==> src/rtl/serial_add_ctrl_pkg.sv <==
// Shared definitions for the bit-serial add/subtract sequencer:
// FSM state encoding and the default operand width.
package serial_add_ctrl_pkg;

   localparam int DEFAULT_WIDTH = 32;

   typedef enum logic [1:0] {
      ST_IDLE = 2'b00,
      ST_RUN  = 2'b01,
      ST_DONE = 2'b10
   } state_t;

endpackage

==> src/rtl/serial_add_ctrl_full_adder_bit.sv <==
// One-bit full-adder cell, reused every cycle by the serial add sequencer.
// Purely combinational; the caller owns the carry flop.
module full_adder_bit (
   output logic z,
   output logic cout,
   input  logic a,
   input  logic b,
   input  logic cin
);

   always_comb begin
      z    = a ^ b ^ cin;
      cout = (a & b) | (a & cin) | (b & cin);
   end

endmodule

==> src/rtl/serial_add_ctrl.sv <==
// Bit-serial WIDTH-bit add/subtract, LSB first, through a single full-adder
// cell, with a start/busy/done handshake. Results hold until the next start.
module serial_add_ctrl
   import serial_add_ctrl_pkg::*;
#(
   parameter int WIDTH = DEFAULT_WIDTH
) (
   input  logic             clk,
   input  logic             rst_n,
   input  logic             start,
   input  logic             sub,
   input  logic [WIDTH-1:0] a,
   input  logic [WIDTH-1:0] b,
   input  logic             cin,
   output logic             busy,
   output logic             done,
   output logic [WIDTH-1:0] z,
   output logic             cout,
   output logic             ovf
);

   localparam int CNT_W = (WIDTH > 1) ? $clog2(WIDTH) : 1;

   state_t           state;
   logic [CNT_W-1:0] cnt;
   logic             carry;
   logic [WIDTH-1:0] shift_a;
   logic [WIDTH-1:0] shift_b;
   logic             fa_sum;
   logic             fa_cout;

   full_adder_bit u_fa (
      .z    (fa_sum),
      .cout (fa_cout),
      .a    (shift_a[0]),
      .b    (shift_b[0]),
      .cin  (carry)
   );

   // Operand shift registers carry no reset: they are always loaded before use.
   always_ff @(posedge clk) begin
      if (!rst_n) begin
         state <= ST_IDLE;
         cnt   <= '0;
         carry <= 1'b0;
         busy  <= 1'b0;
         done  <= 1'b0;
         z     <= '0;
         cout  <= 1'b0;
         ovf   <= 1'b0;
      end else begin
         case (state)
            ST_IDLE: begin
               done <= 1'b0;
               if (start) begin
                  shift_a <= a;
                  shift_b <= sub ? ~b : b;
                  carry   <= sub ? 1'b1 : cin;
                  cnt     <= '0;
                  z       <= '0;
                  cout    <= 1'b0;
                  ovf     <= 1'b0;
                  busy    <= 1'b1;
                  state   <= ST_RUN;
               end
            end
            ST_RUN: begin
               z       <= {fa_sum, z[WIDTH-1:1]};
               carry   <= fa_cout;
               shift_a <= shift_a >> 1;
               shift_b <= shift_b >> 1;
               cnt     <= cnt + CNT_W'(1);
               if (cnt == CNT_W'(WIDTH - 1)) begin
                  // carry still holds the carry into the MSB on this edge
                  ovf   <= carry ^ fa_cout;
                  cout  <= fa_cout;
                  done  <= 1'b1;
                  state <= ST_DONE;
               end
            end
            ST_DONE: begin
               done  <= 1'b0;
               busy  <= 1'b0;
               state <= ST_IDLE;
            end
            default: begin
               done  <= 1'b0;
               busy  <= 1'b0;
               state <= ST_IDLE;
            end
         endcase
      end
   end

endmodule

==> config.mk <==
export PLATFORM = sky130hd
export DESIGN_NAME = serial_add_ctrl
export DESIGN_NICKNAME = d
export VERILOG_FILES = /design/src/rtl/serial_add_ctrl_pkg.sv /design/src/rtl/serial_add_ctrl_full_adder_bit.sv /design/src/rtl/serial_add_ctrl.sv
export SDC_FILE = /design/constraint.sdc
export NUM_CORES = 1
export LEC_CHECK = 0
export BUFFER_PORTS_ARGS = -buffer_cell sky130_fd_sc_hd__buf_2
export CORE_ASPECT_RATIO = 1.25
export CORE_MARGIN = 3
export CORE_UTILIZATION = 51
export DETAILED_ROUTE_END_ITERATION = 10
export GPL_ROUTABILITY_DRIVEN = 0
export PLACE_DENSITY_LB_ADDON = 0.25
export RECOVER_POWER = 100
export SETUP_SLACK_MARGIN = 0.02
export SLEW_MARGIN = 20
export SYNTH_ARGS = -nofsm -noshare
export SYNTH_HDL_FRONTEND = slang
export SYNTH_SLANG_ARGS = --single-unit
==> constraint.sdc <==
create_clock -name clk -period 8.35 [get_ports clk]
set_input_delay 0.835 -clock clk [delete_from_list [all_inputs] [get_ports clk]]
set_output_delay 0.835 -clock clk [all_outputs]
set_load 0.1 [all_outputs]
# Yosys cells after proc, flatten, opt, wreduce, memory -nomap -nowiden
# Index checks and enable logic that the tools add are counted.
# Widths: inputs -> output; s select.
classes:
  add_sub_neg: 1
  n_eq_ne: 4
  mux: 22
  bitwise_logic: 10
  n_reduce_logical: 8
op_table:
  columns: ["op", "count"]
  rows:
  - ["$pmux 32 s2", 3]
  - ["$mux 32", 4]
  - ["$not 32->32", 1]
  - ["$pmux 5 s2", 1]
  - ["$pmux 1 s2", 4]
  - ["$reduce_and 2->1", 4]
  - ["$mux 1", 6]
  - ["$reduce_and 3->1", 2]
  - ["$add 5x1->5 const B", 1]
  - ["$eq 5x5->1 const B", 1]
  - ["$mux 5", 1]
  - ["$mux 2", 2]
  - ["$ne 2x2->1 const B", 2]
  - ["$pmux 2 s2", 1]
  - ["$and 1x1->1", 3]
  - ["$xor 1x1->1", 3]
  - ["$eq 2x1->1 const B", 1]
  - ["$logic_not 2->1", 1]
  - ["$or 1x1->1", 2]
  - ["$reduce_bool 2->1", 1]
  - ["$not 1->1", 1]
word_totals:
  reg_bits: 108
  inputBits: 69
  out_inout_bits: 36
  word_cells: 55

# Logic depth before layout (Yosys ltp)
logic_depth:
  word_depth: 6
  depth_mapped: 7
  depth_no_buf: 6

# Hierarchy
# A second synthesis with hierarchy kept.
unflattened:
  hier_cells: 372
  area_unflattened_um2: 4565.6
by_module_without_submodules:
  columns: ["module", "n_inst", "cells_each", "area_each_um2", "seq_area_each_um2"]
  rows:
  - ["serial_add_ctrl", 1, 371, 4545.6, 2802.7]
  - ["full_adder_bit", 1, 1, 20.0, 0.0]

# Worst setup path after synthesis
# OpenSTA, ideal clock, no wires.
synth_timing:
  path_type: "input -> register"
  start: "input port rst_n"
  end: "register shift_a[0] (enable)"
  arrival_time_ps: 3943
  t_required_ps: 7863
  slack_ps: 3920
  cell_stages: 4
  n_path_buf: 2
  cell_sequence: "inv_1 > clkbuf_1 > buf_2 > nor2_1"
synth_via:
  elab_chain_cells: 1
synth_lines:
  columns: ["item", "line", "text"]
  rows:
  - ["start: declaration", "serial_add_ctrl.sv:9", "input logic rst_n,"]
  - ["$reduce_and 3->1 (no line)", null, null]
  - ["end signal: assignment", "serial_add_ctrl.sv:70", "shift_a <= shift_a >> 1;"]
  - ["end: declaration", "serial_add_ctrl.sv:27", "logic [WIDTH-1:0] shift_a;"]
# No other way between the ends.
# A chain may end at the register's enable or synchronous reset.

# Worst setup path after layout
layout_timing:
  start: "input port start"
  end: "register shift_a[3] (enable)"
layout_via:
  elab_chain_cells: 2
layout_lines:
  columns: ["item", "line", "text"]
  rows:
  - ["start: declaration", "serial_add_ctrl.sv:10", "input logic start,"]
  - ["$ne 2x2->1 (no line)", null, null]
  - ["$reduce_and 3->1 (no line)", null, null]
# No other way between the ends.

==> results.md <==
- Antenna cells: 0
- Gates resized, CTS repair: 0
- Wirelength, routed: around 8200 µm
- Number of routed nets with antenna violations: 0
- Worst hold stages: 2
- Setup repair after global routing missed its margin: false
- Synthesized area per cell: ~12 µm²
- H-tree level count: 3
- Static leakage: 1.85 nW
- Post-route fraction of the period consumed by the critical path: 0.526
- Root Buffer Master: sky130_fd_sc_hd__clkbuf_8
- Effective utilization at floorplan: 0.537
- Reg-to-reg startpoint: state[0]$_SDFFE_PN0P_
- Slew at the pin with the worst max-slew slack: 3.34 ns
- Startpoint type of the worst setup path: primary input
- WL/cell: 13.9 µm
- Category of the most critical setup path: in -> reg
- Yosys warning total: 0
- Max_cap viols: 5
- Post-synth EDFFs: between 60 and 70
- Area used by sequential logic in the layout: 2800 µm²
- Overflow left after global routing: 0
- Setup violation total in the final timing report: 0
- TritonCTS clock tree: built
- Count of mapped cells out of synthesis: 375
- Final layout net count: roughly 540
- Violations in the final reports: max-capacitance violations, max-slew violations
- Largest net degree at the start of global routing: slightly below 70
- Number of top-level design ports: 105
- Required time at the worst-slack endpoint: ~8.3 ns
- Area of the multi-input gates: 1550 µm²
- Count of input and output buffers: 104
- Post-cts hold buffer count: 0
- Top post-synthesis cells by area: sky130_fd_sc_hd__edfxtp_1 42%, sky130_fd_sc_hd__dfxtp_1 19%, sky130_fd_sc_hd__xnor2_1 6.2%
- TritonRoute pass-1 iters: 4
- Area Growth Syn to Fin: 14.5%
- Num CTS Buffers: 9
- Fmax: roughly 230 MHz
- Area of the mapped netlist: between 4000 and 5000 µm²
- Beginning of the critical path: start
- Initial antenna violation count: 0
- Fin. Hold Viols: 0
- Run status: finished with violations
- Total placed cells including tap cells: between 500 and 600
- Class of the tightest hold or removal check: reg -> reg
- # rows: 37
- Layout cells sized above 1: 0.229
- Total negative slack: 0 ns
- Setup fix buffers added after clock tree synthesis: 0
- Largest fanout of any net on the critical path: 64
- HPWL after detailed placement: 5490 µm
- Endpoint type of the worst setup path: register
- Total via count in the routed design: 2997
- Synth cell count leaders: 64 x sky130_fd_sc_hd__edfxtp_1, 44 x sky130_fd_sc_hd__dfxtp_1, 41 x sky130_fd_sc_hd__nor2_1, 37 x sky130_fd_sc_hd__nand2_1, 34 x sky130_fd_sc_hd__a22oi_1
- Violation count after the first detailed-route iteration: about 160
- Final worst clock skew: approximately 0.0094 ns
- Power Dens Cells: 198 nW/µm²
- Drc violations: 0
- FFs w/ async S/R, synth: 0
- TritonCTS Sinks: ~110
- Max Transition Viols Final: approximately 270
- Post-synth top flop: sky130_fd_sc_hd__edfxtp_1
- Vias/cell: around 5.1
- Core area: 8470 µm²
- Max transition margin: -1.23
- GRT Overall Usage: 0.169
- IR drop worst, VDD: around 0.00010 V
- Data arrival, critical path: 4.29 ns
- Number of synthesized register bits: around 110
- Distinct cells, synth: 33
- Tmin final: between 4 and 5 ns
- Final non-filler cell total: ~600
- Wire length of the first global-routing pass: around 14000 µm
- Sequential fraction of the synthesis area: 0.617
- Die area: 10100 µm²
- Clk slew on worst S/H paths: approximately 0.090 ns
- DIE HEIGHT: 112 µm
- Min-delay src: busy$_SDFFE_PN0P_
- Die width: between 90 and 100 µm
- Clock latency on the worst-skew pair: roughly 0.36 ns
- Register-to-Register Path Depth: 4
- Number of global-route vias before repair: approximately 3000
- Cell taking the most area after synthesis: sky130_fd_sc_hd__edfxtp_1
- Fraction of post-synthesis cell area in the top cell type by area: 0.423
- Largest buffer count on any clock path: 2
- Fill cell total of the finished layout: between 700 and 800
- Post-synthesis net count: around 450
- Most frequent cell after synthesis: sky130_fd_sc_hd__edfxtp_1
-- cells by family (layout without fill, tap and decap cells) --
group,Yosys count,after routing,share of synthesized area
and+or+nand+nor,90,90,0.0829
DFF,108,108,0.617
buffers and inverters,33,129,0.0429
xor gates and xnor gates,33,33,0.0636
muxes,31,31,0.0768
AOI/OAI and AO/OA,77,77,0.107
adders and majority gates,3,3,0.00991
-- final timing paths --
check	end	slack, ns
min reg2reg	busy$_SDFFE_PN0P_	0.45
min	busy$_SDFFE_PN0P_	0.45
max	shift_a[3]$_DFFE_PP_	3.96
max reg2reg	shift_a[3]$_DFFE_PP_	3.98
-- worst max-delay path, stage by stage --
cell and delay, ns:
sky130_fd_sc_hd__buf_2 0.12, sky130_fd_sc_hd__o21bai_2 0.06, sky130_fd_sc_hd__clkbuf_1 0.63, sky130_fd_sc_hd__nor2_4 0.24
sky130_fd_sc_hd__clkbuf_1 2.36
-- layer usage --
metal	vias up	GRT usage	part of all wire
met5	-	0	0
met2	88	0.259	0.47
met4	0	0.0715	0.023
met1	1386	0.222	0.44
met3	14	0.0541	0.068
li1	1509	-	-
-- power breakdown --
group | total [mW] | internal (mW) | switching, mW
Combinational | 0.114 | 0.0486 | 0.0652
Sequential | 0.611 | 0.602 | 0.00913
Clock | 0.304 | 0.134 | 0.170
Total | 1.03 | 0.785 | 0.244
-- layout make-up --
| class | instances | area share |
|---|---|---|
| sequential | 108 | 0.539 |
| multi-input combinational | 234 | 0.298 |
| clock inverter | 5 | 0.00601 |
| timing repair buffer | 108 | 0.0940 |
| tap | 117 | 0.0281 |
| clock buffer | 11 | 0.0313 |
| inverter | 5 | 0.00361 |
-- state kept, by name, summed over array words and instances (netlist names) --
register	count
z	32
ovf	1
done	1
busy	1
state	2
shift_a	32
carry	1
shift_b	32
cnt	5
cout	1
-- stage by stage --
step	utilization	instance area (µm²)	setup WS, ns	hold slack [ns]	total power [mW]
floorplan	-	4550	3.92	0.465	0.708
global placement	0.599	5080	5.60	0.437	0.734
detailed placement	0.599	5080	5.54	0.437	0.737
CTS	0.622	5270	5.93	0.452	1.04
global route	0.614	5200	3.43	0.475	1.08
finish	0.614	5200	3.96	0.448	1.03
-- cells in the final DEF, fill, tap and decap left out, types with 3 or more instances in the layout --
cell type / Yosys / routed
sky130_fd_sc_hd__a21oi_1: 4 / 4
sky130_fd_sc_hd__a22oi_1: 34 / 34
sky130_fd_sc_hd__buf_2: 12 / 67
sky130_fd_sc_hd__clkbuf_1: 6 / 41
sky130_fd_sc_hd__clkbuf_8: 0 / 10
sky130_fd_sc_hd__clkinv_2: 0 / 3
sky130_fd_sc_hd__dfxtp_1: 44 / 44
sky130_fd_sc_hd__edfxtp_1: 64 / 64
sky130_fd_sc_hd__inv_1: 5 / 4
sky130_fd_sc_hd__mux2_1: 10 / 10
sky130_fd_sc_hd__mux2_2: 21 / 21
sky130_fd_sc_hd__nand2_1: 37 / 37
sky130_fd_sc_hd__nand3_1: 3 / 3
sky130_fd_sc_hd__nor2_1: 41 / 40
sky130_fd_sc_hd__o21ai_0: 29 / 32
sky130_fd_sc_hd__xnor2_1: 32 / 32
Power figures use the tool's default switching activity.
